`src/rtl/dsp_pkg.sv`:
```
// Shared defaults, rounding-mode codes and saturation limits for the DSP
// post-processing blocks.
package dsp_pkg;

    localparam int DEF_P_WIDTH   = 48;
    localparam int DEF_OUT_WIDTH = 18;

    localparam logic ROUND_TRUNC   = 1'b0;
    localparam logic ROUND_HALF_UP = 1'b1;

    // Limits of a w-bit two's complement word, widened so they compare cleanly
    // against the sign-extended stage-1 value.
    function automatic logic signed [63:0] sat_max(input int w);
        return (64'sd1 <<< (w - 1)) - 64'sd1;
    endfunction

    function automatic logic signed [63:0] sat_min(input int w);
        return -(64'sd1 <<< (w - 1));
    endfunction

endpackage

```
`src/rtl/dsp_out_fifo.sv`:
```
// Small synchronous FIFO for {ovf, data} words. A push into a full FIFO is
// accepted only when a pop happens on the same edge.
module dsp_out_fifo #(
    parameter int WIDTH = 19,
    parameter int DEPTH = 4
) (
    input  logic             i_clk,
    input  logic             i_rst_n,
    input  logic             i_push,
    input  logic             i_pop,
    input  logic             i_flush,
    input  logic [WIDTH-1:0] i_wdata,
    output logic [WIDTH-1:0] o_rdata,
    output logic             o_full,
    output logic             o_empty
);

    localparam int AW = $clog2(DEPTH);

    logic [DEPTH-1:0][WIDTH-1:0] r_mem;
    logic [AW:0]                 r_wp;
    logic [AW:0]                 r_rp;
    logic                        w_pop;
    logic                        w_push;

    // Pointers carry one extra wrap bit to tell full from empty.
    assign o_empty = (r_wp == r_rp);
    assign o_full  = (r_wp[AW] != r_rp[AW]) && (r_wp[AW-1:0] == r_rp[AW-1:0]);
    assign w_pop   = i_pop & ~o_empty;
    assign w_push  = i_push & (~o_full | w_pop);
    assign o_rdata = r_mem[r_rp[AW-1:0]];

    always_ff @(posedge i_clk or negedge i_rst_n) begin
        if (!i_rst_n) begin
            r_mem <= '0;
            r_wp  <= '0;
            r_rp  <= '0;
        end else if (i_flush) begin
            r_wp <= '0;
            r_rp <= '0;
        end else begin
            if (w_push) begin
                r_mem[r_wp[AW-1:0]] <= i_wdata;
                r_wp                <= r_wp + (AW+1)'(1);
            end
            if (w_pop) begin
                r_rp <= r_rp + (AW+1)'(1);
            end
        end
    end

endmodule

```
`src/rtl/dsp_p_round_sat.sv`:
```
// Tracks DSP issue strobes through the slice latency, captures P, shifts and
// rounds it, saturates to a narrow word and queues it behind valid/ready.
module dsp_p_round_sat
    import dsp_pkg::*;
#(
    parameter int P_WIDTH    = DEF_P_WIDTH,
    parameter int OUT_WIDTH  = DEF_OUT_WIDTH,
    parameter int SHIFT      = 12,
    parameter int LATENCY    = 4,
    parameter int FIFO_DEPTH = 4
) (
    input  logic                 i_clk,
    input  logic                 i_rst_n,
    input  logic                 i_issue,
    input  logic                 i_flush,
    input  logic                 i_round_mode,
    input  logic [P_WIDTH-1:0]   i_p,
    output logic [OUT_WIDTH-1:0] o_out_data,
    output logic                 o_out_ovf,
    output logic                 o_out_valid,
    input  logic                 i_out_ready,
    output logic [7:0]           o_drop_cnt,
    output logic                 o_busy
);

    localparam int RW = P_WIDTH + 1;

    logic [LATENCY-1:0]    r_trk;
    logic signed [RW-1:0]  r_s1;
    logic                  r_s1_vld;
    logic [7:0]            r_drop;

    logic signed [RW-1:0]  w_shr;
    logic                  w_rnd;
    logic signed [63:0]    w_r64;
    logic [OUT_WIDTH-1:0]  w_word;
    logic                  w_ovf;
    logic                  w_push;
    logic                  w_pop;
    logic                  w_drop;
    logic                  w_full;
    logic                  w_empty;
    logic [OUT_WIDTH:0]    w_rdata;

    assign w_shr = $signed({i_p[P_WIDTH-1], i_p}) >>> SHIFT;
    assign w_rnd = (i_round_mode == ROUND_HALF_UP) ? i_p[SHIFT-1] : 1'b0;

    // Tracker and stage 1; the top tracker bit is the capture strobe.
    always_ff @(posedge i_clk or negedge i_rst_n) begin
        if (!i_rst_n) begin
            r_trk    <= '0;
            r_s1     <= '0;
            r_s1_vld <= 1'b0;
        end else if (i_flush) begin
            r_trk    <= '0;
            r_s1_vld <= 1'b0;
        end else begin
            r_trk    <= (r_trk << 1) | LATENCY'(i_issue);
            r_s1_vld <= r_trk[LATENCY-1];
            if (r_trk[LATENCY-1]) begin
                r_s1 <= w_shr + $signed({{(RW-1){1'b0}}, w_rnd});
            end
        end
    end

    assign w_r64 = 64'(r_s1);

    always_comb begin
        w_word = r_s1[OUT_WIDTH-1:0];
        w_ovf  = 1'b0;
        if (w_r64 > sat_max(OUT_WIDTH)) begin
            w_word = OUT_WIDTH'(sat_max(OUT_WIDTH));
            w_ovf  = 1'b1;
        end else if (w_r64 < sat_min(OUT_WIDTH)) begin
            w_word = OUT_WIDTH'(sat_min(OUT_WIDTH));
            w_ovf  = 1'b1;
        end
    end

    assign w_pop  = o_out_valid & i_out_ready & ~i_flush;
    assign w_push = r_s1_vld & ~i_flush;
    assign w_drop = w_push & w_full & ~w_pop;

    dsp_out_fifo #(
        .WIDTH (OUT_WIDTH + 1),
        .DEPTH (FIFO_DEPTH)
    ) u_fifo (
        .i_clk   (i_clk),
        .i_rst_n (i_rst_n),
        .i_push  (w_push),
        .i_pop   (w_pop),
        .i_flush (i_flush),
        .i_wdata ({w_ovf, w_word}),
        .o_rdata (w_rdata),
        .o_full  (w_full),
        .o_empty (w_empty)
    );

    // Drop counter survives FLUSH; only reset clears it.
    always_ff @(posedge i_clk or negedge i_rst_n) begin
        if (!i_rst_n) begin
            r_drop <= '0;
        end else if (w_drop && (r_drop != 8'hFF)) begin
            r_drop <= r_drop + 8'd1;
        end
    end

    assign {o_out_ovf, o_out_data} = w_rdata;
    assign o_out_valid = ~w_empty;
    assign o_drop_cnt  = r_drop;
    assign o_busy      = (|r_trk) | r_s1_vld | ~w_empty;

endmodule

```
`config.mk`:
```
export PLATFORM = sky130hd
export DESIGN_NAME = dsp_p_round_sat
export DESIGN_NICKNAME = d
export VERILOG_FILES = /design/src/rtl/dsp_pkg.sv /design/src/rtl/dsp_out_fifo.sv /design/src/rtl/dsp_p_round_sat.sv
export SDC_FILE = /design/constraint.sdc
export NUM_CORES = 1
export LEC_CHECK = 0
export BUFFER_PORTS_ARGS = -buffer_cell sky130_fd_sc_hd__clkbuf_2
export CAP_MARGIN = 10
export CORE_UTILIZATION = 40
export DETAILED_ROUTE_END_ITERATION = 7
export PLACE_DENSITY = 0.6
export SLEW_MARGIN = 0
export SYNTH_ARGS = -nofsm -noshare
export SYNTH_HDL_FRONTEND = slang
export SYNTH_SLANG_ARGS = --single-unit
```
`constraint.sdc`:
```
create_clock -name i_clk -period 2.6 [get_ports i_clk]
set_input_delay 0 -clock i_clk [delete_from_list [all_inputs] [get_ports i_clk]]
set_output_delay 0 -clock i_clk [all_outputs]
set_load 0.01 [all_outputs]
```
==> impl_results.md, run 1 <==
* CTS tree: yes
* Vias post-DR at 4918
* Die area at 0.0160 mm²
* Area added between synthesis and finish at 27.0%
* WP data arrival at roughly 2800 ps
* Clk_skew at 7.59 ps
* Gr ovfl total at 0
* Slew margin rel. at 52.6%
* Min Clock Period, post-route at 2420 ps
* Max Slew Vio Count at 0
* Hold depth at 3
* Critical path launch point type: input port
* Gpl congestion at 0.807
* Final worst slack at about 180 ps
* Clock Tree Root: clkbuf_16
* Vias in the first global route at 5055
* Max clock buf depth at 2
* Initial antenna violation count at 0
* Starting Density at 40.9%
* P_leak at approximately 3.6 nW
* Max_cap viols at 0
* Filler cells at 1396
* Synth Area per Inst at 10.1 µm²
* Yosys reg bits at 132
* Max VDD drop at 518 µV
* Crit path max fanout at 9
* Max Fclk at 413 MHz
* Part of the cycle the worst path needs at 93.1%
* Fraction of registers with async set/reset at between 90% and 100%
* DIE WIDTH at between 100 and 150 µm
* Critical Path Most Common Cell: dlygate4sd3_1
* Slew @ Worst Pin at approximately 710 ps
* CP Data Required Time at between 2000 and 3000 ps
* HP Class: input port to flip-flop
* # Post-CTS Setup Buffers at 0
* Setup TNS at 0 ps
* Worst-path clk slew at about 50 ps
* # IOs at 83
* DP Worst Slack at ~460 ps
* # H-tree levels at 4
* Max stage delay cell, worst path: dlygate4sd3_1
* Main synth FF type: dfrtp_1
* R2R depth at 7
* Drt drc at 0
* Cell count after synthesis at 614
* First-pass GRT wire length at 25200 µm
* Fin. Hold Viols at 0
* DR pass1 iterations at 4
* Total CTS buffers at 17
* Distinct cell type count of the synthesized netlist at 41
* Crit path kind: input port to flip-flop
* CTS sink cnt at 132
* Mapped Nets at roughly 680
* Cell area after synthesis at 0.00622 mm²
* EDFF count, synth at 0
* Power Total at slightly above 5 mW
* Share of layout cells above drive strength 1 at 20.6%
* Power density over cell area at 657 mW/mm²
* HPWL Detailed at 10200 µm
* Die Ht at about 130 µm
* Starting DRC count in detailed routing at 274
* Routed len/inst at 16.0 µm
* Status: finished clean
* Port-buffer cells at 71
* Commonest non-fill, non-tap cell in the layout: dfrtp_1
* RSZ-0062 raised after global routing: no
* N_diodes at 0
* Largest area contributor in the netlist: dfrtp_1
* Nets at 803
* Clk_lat worst skew at 410 ps
* Yosys top cell area share at 53.1%
* Critical Path Max Stage Delay at 550 ps
* Antenna Nets Post-Route at 0
* Critical Path End Type: flip-flop
* Setup Viol. Count Final at 0
* GRT Total Usage at about a fifth
* Largest net degree at the start of global routing at 63
* Vias per cell at 5.22
* Sequential area share after synthesis at 53.1%
* Ys Warns at 0
* WL final at 15000 µm
* Core Area at roughly 0.015 mm²
* Row count at 45
* Final instance area at 0.00790 mm²
* Area post-placement at 0.00686 mm²
* CP cell instances: dlygate4sd3_1 -> clkbuf_2 -> nand3_1 -> nor4_4 -> buf_4 -> nand4_4 -> or4_1 -> a31oi_1 -> dlygate4sd3_1
* Most frequent cells in the layout: dfrtp_1, nor2_1, nand2_1
* Top post-synthesis cells by area: dfrtp_1, mux4_2, a21oi_1
## through the flow
stage          hold slack [ps]  util (%)  instances
6_report                  25.0      51.9        942
5_1_grt                   53.7      51.9        942
2_1_floorplan             -296         -        614
3_3_place_gp              96.4      45.1        862
3_5_place_dp               107      45.1        862
4_1_cts                   7.32      51.9        942
## flip-flops by register name (all words and copies together) (netlist names)
signal        count
u_fifo.r_wp       3
u_fifo.r_rp       3
r_s1             37
r_s1_vld          1
u_fifo.r_mem     76
o_drop_cnt        8
r_trk             4
## power by group
part	switching [mW]	internal, mW
sequential	0.108	2.23
combinational	0.361	0.308
clock	0.867	1.32
total	1.34	3.85
## worst paths after layout
kind                       startpoint               end  slack [ps]
max                           i_p[21]          r_s1[35]         180
min                           i_p[19]           r_s1[7]          30
max reg2reg                  r_s1[31]  u_fifo.r_mem[19]         500
min reg2reg                   r_s1[1]           r_s1[1]         480
max in group asynchronous     i_rst_n   u_fifo.r_mem[5]        1580
min in group asynchronous     i_rst_n   u_fifo.r_mem[0]         190
## synth_stat cells (2+ instances only)
| master | number |
|---|---|
| a21oi_1 | 73 |
| a31oi_1 | 4 |
| and2_0 | 2 |
| and2_1 | 9 |
| and3_1 | 6 |
| buf_1 | 3 |
| buf_2 | 6 |
| clkbuf_1 | 24 |
| dfrtp_1 | 132 |
| ha_1 | 8 |
| inv_1 | 7 |
| mux2_2 | 4 |
| mux4_2 | 19 |
| nand2_1 | 74 |
| nand2b_1 | 2 |
| nand3_1 | 24 |
| nand3b_1 | 2 |
| nand4_1 | 16 |
| nor2_1 | 87 |
| nor2b_1 | 4 |
| nor3_1 | 3 |
| nor4_1 | 6 |
| o21ai_0 | 36 |
| o31ai_1 | 2 |
| or3_1 | 2 |
| or4_1 | 3 |
| xnor2_1 | 8 |
| xor2_1 | 35 |
## kinds of logic after synthesis
family,after synthesis,synth area share (%)
simple gates,248,18.9
flops,132,53.1
compound gates,120,10.1
xor+xnor,43,6.06
buf+inv,40,2.54
mux,23,7.61
fa+ha+maj,8,1.61
## final cells by class
class | count | area (µm²) | share of cell area [%]
well taps | 188 | 235 | 2.98
clock buffers | 21 | 480 | 6.09
flip-flops and latches | 132 | 3300 | 41.8
clock inverters | 11 | 76.3 | 0.967
inverters | 7 | 26.3 | 0.333
multi-input cells | 442 | 2760 | 34.9
repair buffers | 141 | 1020 | 12.9
## critical path, delay by kind of cell
family	cells	cell delay, ps
buffers and inverters	4	1440
AO/OA/AOI/OAI	1	160
AND/OR/NAND/NOR	4	1170
## metal layers
metal  up-vias  wire, µm  GRT usage (%)
li1       2388         -              -
met1      2402      6800           26.3
met2       115      7490           34.6
met3        13       568           3.71
met4         0       185           7.14
met5         -         0              0
## timing repair
| action | 4_1_cts | 5_1_grt |
|---|---|---|
| hold buffers | 48 | 0 |
| hold endpoints to repair | 97 | 0 |
| resized for setup | 0 | 0 |
No activity file was read; power rests on OpenSTA's default activity.
==> run 2: changes to the inputs <==
- CELL_PAD_IN_SITES_DETAIL_PLACEMENT: unset -> 1
- CELL_PAD_IN_SITES_GLOBAL_PLACEMENT: unset -> 1
- PLACE_DENSITY: 0.6 -> 0.73
==> run 2 against run 1 <==
Design area increased by 0.40%. Non-clock buffer count decreased by 3. First-iteration DRC count decreased by 7.3%. Global-route usage increased by 2.6 points. Maximum frequency decreased by 0.59%. Die area unchanged.
==> impl_results.md, run 2 (synthesis gave the netlist of run 1 again) <==
* CTS sink cnt at 132 (unchanged)
* HPWL Detailed at 11300 µm (was 10200 µm)
* Final cell count without fillers at 939 (was 942)
* Final worst slack at 164 ps (was 178 ps)
* # H-tree levels at 4 (unchanged)
* Power Total at 5.48 mW (was 5.19 mW)
* Worst-path clk slew at 50 ps (about the same)
* WL final at 16800 µm (was 15000 µm)
* Placed Instances at 860 (was 862)
* Critical Path Start: i_p[34] (was i_p[21])
* # IOs at 83 (unchanged)
* Vias in the first global route at 5693 (was 5055)
* Largest register FFs at 76 (unchanged)
* Fin. Hold Viols at 0 (unchanged)
* Setup Viol. Count Final at 0 (unchanged)
* Fin util at 52.1% (was 51.9%)
* Hold path startpoint: i_p[11] (was i_p[19])
* Total CTS buffers at 17 (unchanged)
* CP cell instances: dlygate4sd3_1 -> clkbuf_2 -> and3_1 -> nor3b_1 -> nand3_1 -> or3_1 -> a31oi_1 -> dlygate4sd3_1 (was dlygate4sd3_1 -> clkbuf_2 -> nand3_1 -> nor4_4 -> buf_4 -> nand4_4 -> or4_1 -> a31oi_1 -> dlygate4sd3_1)
* Max Slew Vio Count at 0 (unchanged)
* Area added between synthesis and finish at 27.5% (was 27.0%)
* DR pass1 iterations at 4 (unchanged)
* Max clock buf depth at 2 (unchanged)
* Critical path launch point type: input port (unchanged)
* Max Fclk at 411 MHz (was 413 MHz)
* Max VDD drop at 450 µV (was 518 µV)
* Clk_skew at 4.87 ps (was 7.59 ps)
* P_leak at 3.66 nW (was 3.65 nW)
* Slew margin rel. at 55.8% (was 52.6%)
* CP Data Required Time at 2960 ps (was 2950 ps)
* Drt drc at 0 (unchanged)
* Reg-to-reg startpoint: r_s1[31] (unchanged)
* Filler cells at 1685 (was 1396)
* CTS tree: yes (unchanged)
* Setup slack, reg-to-reg at 430 ps (was 500 ps)
* Clk_lat worst skew at 420 ps (was 410 ps)
* Critical Path Most Common Cell: dlygate4sd3_1 (unchanged)
* Slew @ Worst Pin at 662 ps (was 711 ps)
* Part of the cycle the worst path needs at 93.7% (was 93.1%)
* Share of layout cells above drive strength 1 at 20.1% (was 20.6%)
* Core Area at 0.0152 mm² (unchanged)
* Setup TNS at 0 ps (unchanged)
* # Post-CTS Setup Buffers at 0 (unchanged)
* Most frequent cells in the layout: dfrtp_1, nor2_1, nand2_1 (unchanged)
* Max stage delay cell, worst path: nor3b_1 (was dlygate4sd3_1)
* Register with the most flip-flops: u_fifo.r_mem (unchanged)
* Commonest non-fill, non-tap cell in the layout: dfrtp_1 (unchanged)
* Vias per cell at 5.38 (was 5.22)
* Port-buffer cells at 71 (unchanged)
* N_diodes at 0 (unchanged)
* Routed len/inst at 17.9 µm (was 16.0 µm)
* Min Clock Period, post-route at 2440 ps (was 2420 ps)
* Final instance area at 0.00793 mm² (was 0.00790 mm²)
* Starting DRC count in detailed routing at 254 (was 274)
* DIE WIDTH at 127 µm (unchanged)
* RSZ-0062 raised after global routing: no (unchanged)
* Initial antenna violation count at 0 (unchanged)
* Status: finished clean (unchanged)
* R2R depth at 7 (unchanged)
* HP Class: input port to flip-flop (unchanged)
* GRT Total Usage at 23.0% (was 20.4%)
* Area post-placement at 0.00684 mm² (was 0.00686 mm²)
* Vias post-DR at 5054 (was 4918)
* Row count at 45 (unchanged)
* Gr ovfl total at 0 (unchanged)
* Crit path kind: input port to flip-flop (unchanged)
* Gpl congestion at 0.829 (was 0.807)
* Die area at 0.0160 mm² (unchanged)
* CP endpoint: r_s1[33] (was r_s1[35])
* First-pass GRT wire length at 28500 µm (was 25200 µm)
* Starting Density at 40.9% (unchanged)
* Clock Tree Root: clkbuf_16 (unchanged)
* Critical Path Max Stage Delay at 590 ps (was 550 ps)
* Antenna Nets Post-Route at 0 (unchanged)
* WP data arrival at 2790 ps (was 2770 ps)
* RR Endpoint: u_fifo.r_mem[28] (was u_fifo.r_mem[19])
* Critical Path End Type: flip-flop (unchanged)
* Die Ht at 127 µm (unchanged)
* Nets at 800 (was 803)
* Final Hold Slack at 77.8 ps (was 25.0 ps)
* Largest net degree at the start of global routing at 63 (unchanged)
* DP Worst Slack at 566 ps (was 458 ps)
* Max_cap viols at 0 (unchanged)
* Crit path max fanout at 6 (was 9)
* Power density over cell area at 691 mW/mm² (was 657 mW/mm²)
==> run 2: worst min-delay path by stage <==
stage	depth (start not counted)	slack, ps	to
floorplan	0	-300	o_drop_cnt[0]
global placement	1	-10	u_fifo.r_rp[2]
detailed placement	1	9	u_fifo.r_rp[2]
CTS	5	50	r_s1[0]
global route	5	90	r_s1[0]
finish	5	80	r_s1[0]
==> run 2: power breakdown <==
| group | total (mW) | internal, mW | switching (mW) |
|---|---|---|---|
| combinational | 0.680 | 0.307 | 0.372 |
| sequential | 2.34 | 2.23 | 0.114 |
| clock | 2.46 | 1.60 | 0.858 |
==> run 2: final cells by class <==
| class | count | area [µm²] | share of cell area [%] |
|---|---|---|---|
| sequential | 132 | 3300 | 41.7 |
| multi-input combinational | 442 | 2760 | 34.8 |
| timing repair buffer | 138 | 991 | 12.5 |
| clock buffer | 23 | 488 | 6.16 |
| tap | 188 | 235 | 2.97 |
| clock inverter | 9 | 125 | 1.58 |
| inverter | 7 | 26.3 | 0.331 |
==> run 2: routing by layer <==
metal	GRT usage [%]	share of wire [%]
met1	28.8	44
met2	39.8	51
met3	3.71	2.4
met4	9.45	2.0
met5	0	0
==> run 2: timing repair <==
| item | in CTS | in global routing |
|---|---|---|
| hold endpoints to repair | 81 | 0 |
| hold buffers | 47 | 0 |
| gates resized for setup | 0 | 0 |
==> run 2: worst max-delay path: cells and delay by family <==
kind	cells	cell delay, ps
and+or+nand+nor	4	1400
buffers and inverters	3	1230
AOI/OAI and AO/OA	1	160
==> run 3: changes to the inputs <==
- REMOVE_ABC_BUFFERS: unset -> 1
==> run 3 against run 2 <==
Combinational power barely moved. Clock-buffer cell count fell by 3. Die area did not move. Clock skew rose by 4.4 ps. Non-clock buffer count fell by 5. Clock power barely moved. Core utilization barely moved. Register-to-register slack improved by 80 ps. Maximum frequency rose by 4.3%.
==> impl_results.md, run 3 (synthesis gave the netlist of run 1 again) <==
* Reg-to-reg startpoint: r_s1[23] (was r_s1[31])
* Max clock buf depth at 2 (unchanged)
* Die area at 0.0160 mm² (unchanged)
* Critical path launch point type: input port (unchanged)
* Min Clock Period, post-route at 2340 ps (was 2440 ps)
* Max Slew Vio Count at 0 (unchanged)
* GR Util met1 at 28.8% (about the same)
* Vias in the first global route at 5553 (was 5693)
* Setup slack, reg-to-reg at 510 ps (was 430 ps)
* Crit path kind: input port to flip-flop (unchanged)
* Starting Density at 40.9% (unchanged)
* WL final at 17600 µm (was 16800 µm)
* DIE WIDTH at 127 µm (unchanged)
* Max_cap viols at 0 (unchanged)
* Final worst slack at 265 ps (was 164 ps)
* Area added between synthesis and finish at 27.5% (about the same)
* Gr ovfl total at 0 (unchanged)
* HPWL Detailed at 11500 µm (was 11300 µm)
* Total CTS buffers at 17 (unchanged)
* Commonest non-fill, non-tap cell in the layout: dfrtp_1 (unchanged)
* Status: finished clean (unchanged)
* Area post-placement at 0.00689 mm² (was 0.00684 mm²)
* CTS tree: yes (unchanged)
* Setup TNS at 0 ps (unchanged)
* Max VDD drop at 451 µV (was 450 µV)
* CTS sink cnt at 132 (unchanged)
* Row count at 45 (unchanged)
* Share of layout cells above drive strength 1 at 20.2% (was 20.1%)
* Crit path max fanout at 8 (was 6)
* Worst-path clk slew at 60 ps (was 50 ps)
* Setup Viol. Count Final at 0 (unchanged)
* Final instance area at 0.00792 mm² (was 0.00793 mm²)
* WP data arrival at 2690 ps (was 2790 ps)
* GRT met2 Usage at 42.4% (was 39.8%)
* CP Data Required Time at 2950 ps (was 2960 ps)
* Placed Instances at 859 (was 860)
* Largest net degree at the start of global routing at 63 (unchanged)
* HP Class: input port to flip-flop (unchanged)
* Starting DRC count in detailed routing at 199 (was 254)
* # Post-CTS Setup Buffers at 0 (unchanged)
* Antenna Nets Post-Route at 0 (unchanged)
* Max Fclk at 428 MHz (was 411 MHz)
* Drt drc at 0 (unchanged)
* # H-tree levels at 4 (unchanged)
* Final cell count without fillers at 934 (was 939)
* Gpl congestion at 0.815 (was 0.829)
* RR Endpoint: u_fifo.r_mem[43] (was u_fifo.r_mem[28])
* GRT Total Usage at 23.6% (was 23.0%)
* Final Hold Slack at 16.9 ps (was 77.8 ps)
* Largest register FFs at 76 (unchanged)
* R2R depth at 7 (unchanged)
* Register with the most flip-flops: u_fifo.r_mem (unchanged)
* Clk_lat worst skew at 420 ps (about the same)
* DP Worst Slack at 511 ps (was 566 ps)
* DR pass1 iterations at 5 (was 4)
* P_leak at 3.64 nW (was 3.66 nW)
* Port-buffer cells at 71 (unchanged)
* Clk_skew at 9.27 ps (was 4.87 ps)
* Critical Path Start: i_p[21] (was i_p[34])
* Busiest grt layer: met2 (unchanged)
* Met3 usage at 4.64% (was 3.71%)
* RSZ-0062 raised after global routing: no (unchanged)
* Hold depth at 3 (was 5)
* Nets at 795 (was 800)
* Fin. Hold Viols at 0 (unchanged)
* N_diodes at 0 (unchanged)
* Core Area at 0.0152 mm² (unchanged)
* Slew margin rel. at 55.1% (was 55.8%)
* # IOs at 83 (unchanged)
* Routed len/inst at 18.9 µm (was 17.9 µm)
* Clock Tree Root: clkbuf_16 (unchanged)
* Initial antenna violation count at 0 (unchanged)
* CP endpoint: r_s1[33] (unchanged)
* Power density over cell area at 689 mW/mm² (was 691 mW/mm²)
* First-pass GRT wire length at 28900 µm (was 28500 µm)
* Critical Path End Type: flip-flop (unchanged)
* Vias post-DR at 5105 (was 5054)
* Vias per cell at 5.47 (was 5.38)
* Part of the cycle the worst path needs at 89.8% (was 93.7%)
* Slew @ Worst Pin at 673 ps (was 662 ps)
* Die Ht at 127 µm (unchanged)
* Most frequent cells in the layout: dfrtp_1, nor2_1, nand2_1 (unchanged)
-- run 3: area by class of cell --
| class | count | area, µm² |
|---|---|---|
| Fill cell | 1695 | 7280 |
| Sequential cell | 132 | 3300 |
| Multi-Input combinational cell | 442 | 2760 |
| Timing Repair Buffer | 133 | 993 |
| Clock buffer | 20 | 447 |
| Tap cell | 188 | 235 |
| Clock inverter | 12 | 155 |
| Inverter | 7 | 26.3 |
-- run 3: report_power, final --
part	leakage, nW	switching, mW	total (mW)	internal (mW)
Clock	0.290	0.907	2.44	1.53
Sequential	1.78	0.111	2.34	2.22
Combinational	1.57	0.378	0.679	0.301
-- run 3: worst min path at each step --
| stage | end | slack (ps) | from |
|---|---|---|---|
| 4_1_cts | r_s1[13] | 0.4 | i_p[25] |
| 2_1_floorplan | o_drop_cnt[0] | -300 | i_rst_n |
| 5_1_grt | r_s1[1] | 50 | i_p[13] |
| 3_3_place_gp | u_fifo.r_mem[5] | 70 | i_rst_n |
| 3_5_place_dp | u_fifo.r_mem[5] | 80 | i_rst_n |
| 6_report | r_s1[13] | 20 | i_p[25] |
-- run 3: metrics by stage --
stage / total power [mW] / util (%)
floorplan: 2.68 / -
global placement: 2.94 / 45.3
detailed placement: 2.98 / 45.3
CTS: 5.49 / 52.1
global route: 5.69 / 52.1
finish: 5.46 / 52.1
-- run 3: repair_timing --
action,CTS,global route
gates resized for setup,0,1
hold buffers,43,0
setup endpoints to repair,0,1
endpoints found under the hold margin,92,0
-- run 3: routing by layer --
metal  part of all wire [%]  wire [µm]
met5                      0          0
met4                    1.1        196
met3                    3.2        568
met2                     53       9310
met1                     43       7550
-- run 3: worst max-delay path, stage by stage --
cell           delay [ps]
dlygate4sd3_1         530
clkbuf_2              140
nand3_1               210
nor4_4                410
buf_4                 230
nand2_1                80
or3_1                 350
a31oi_1               180
dlygate4sd3_1         570
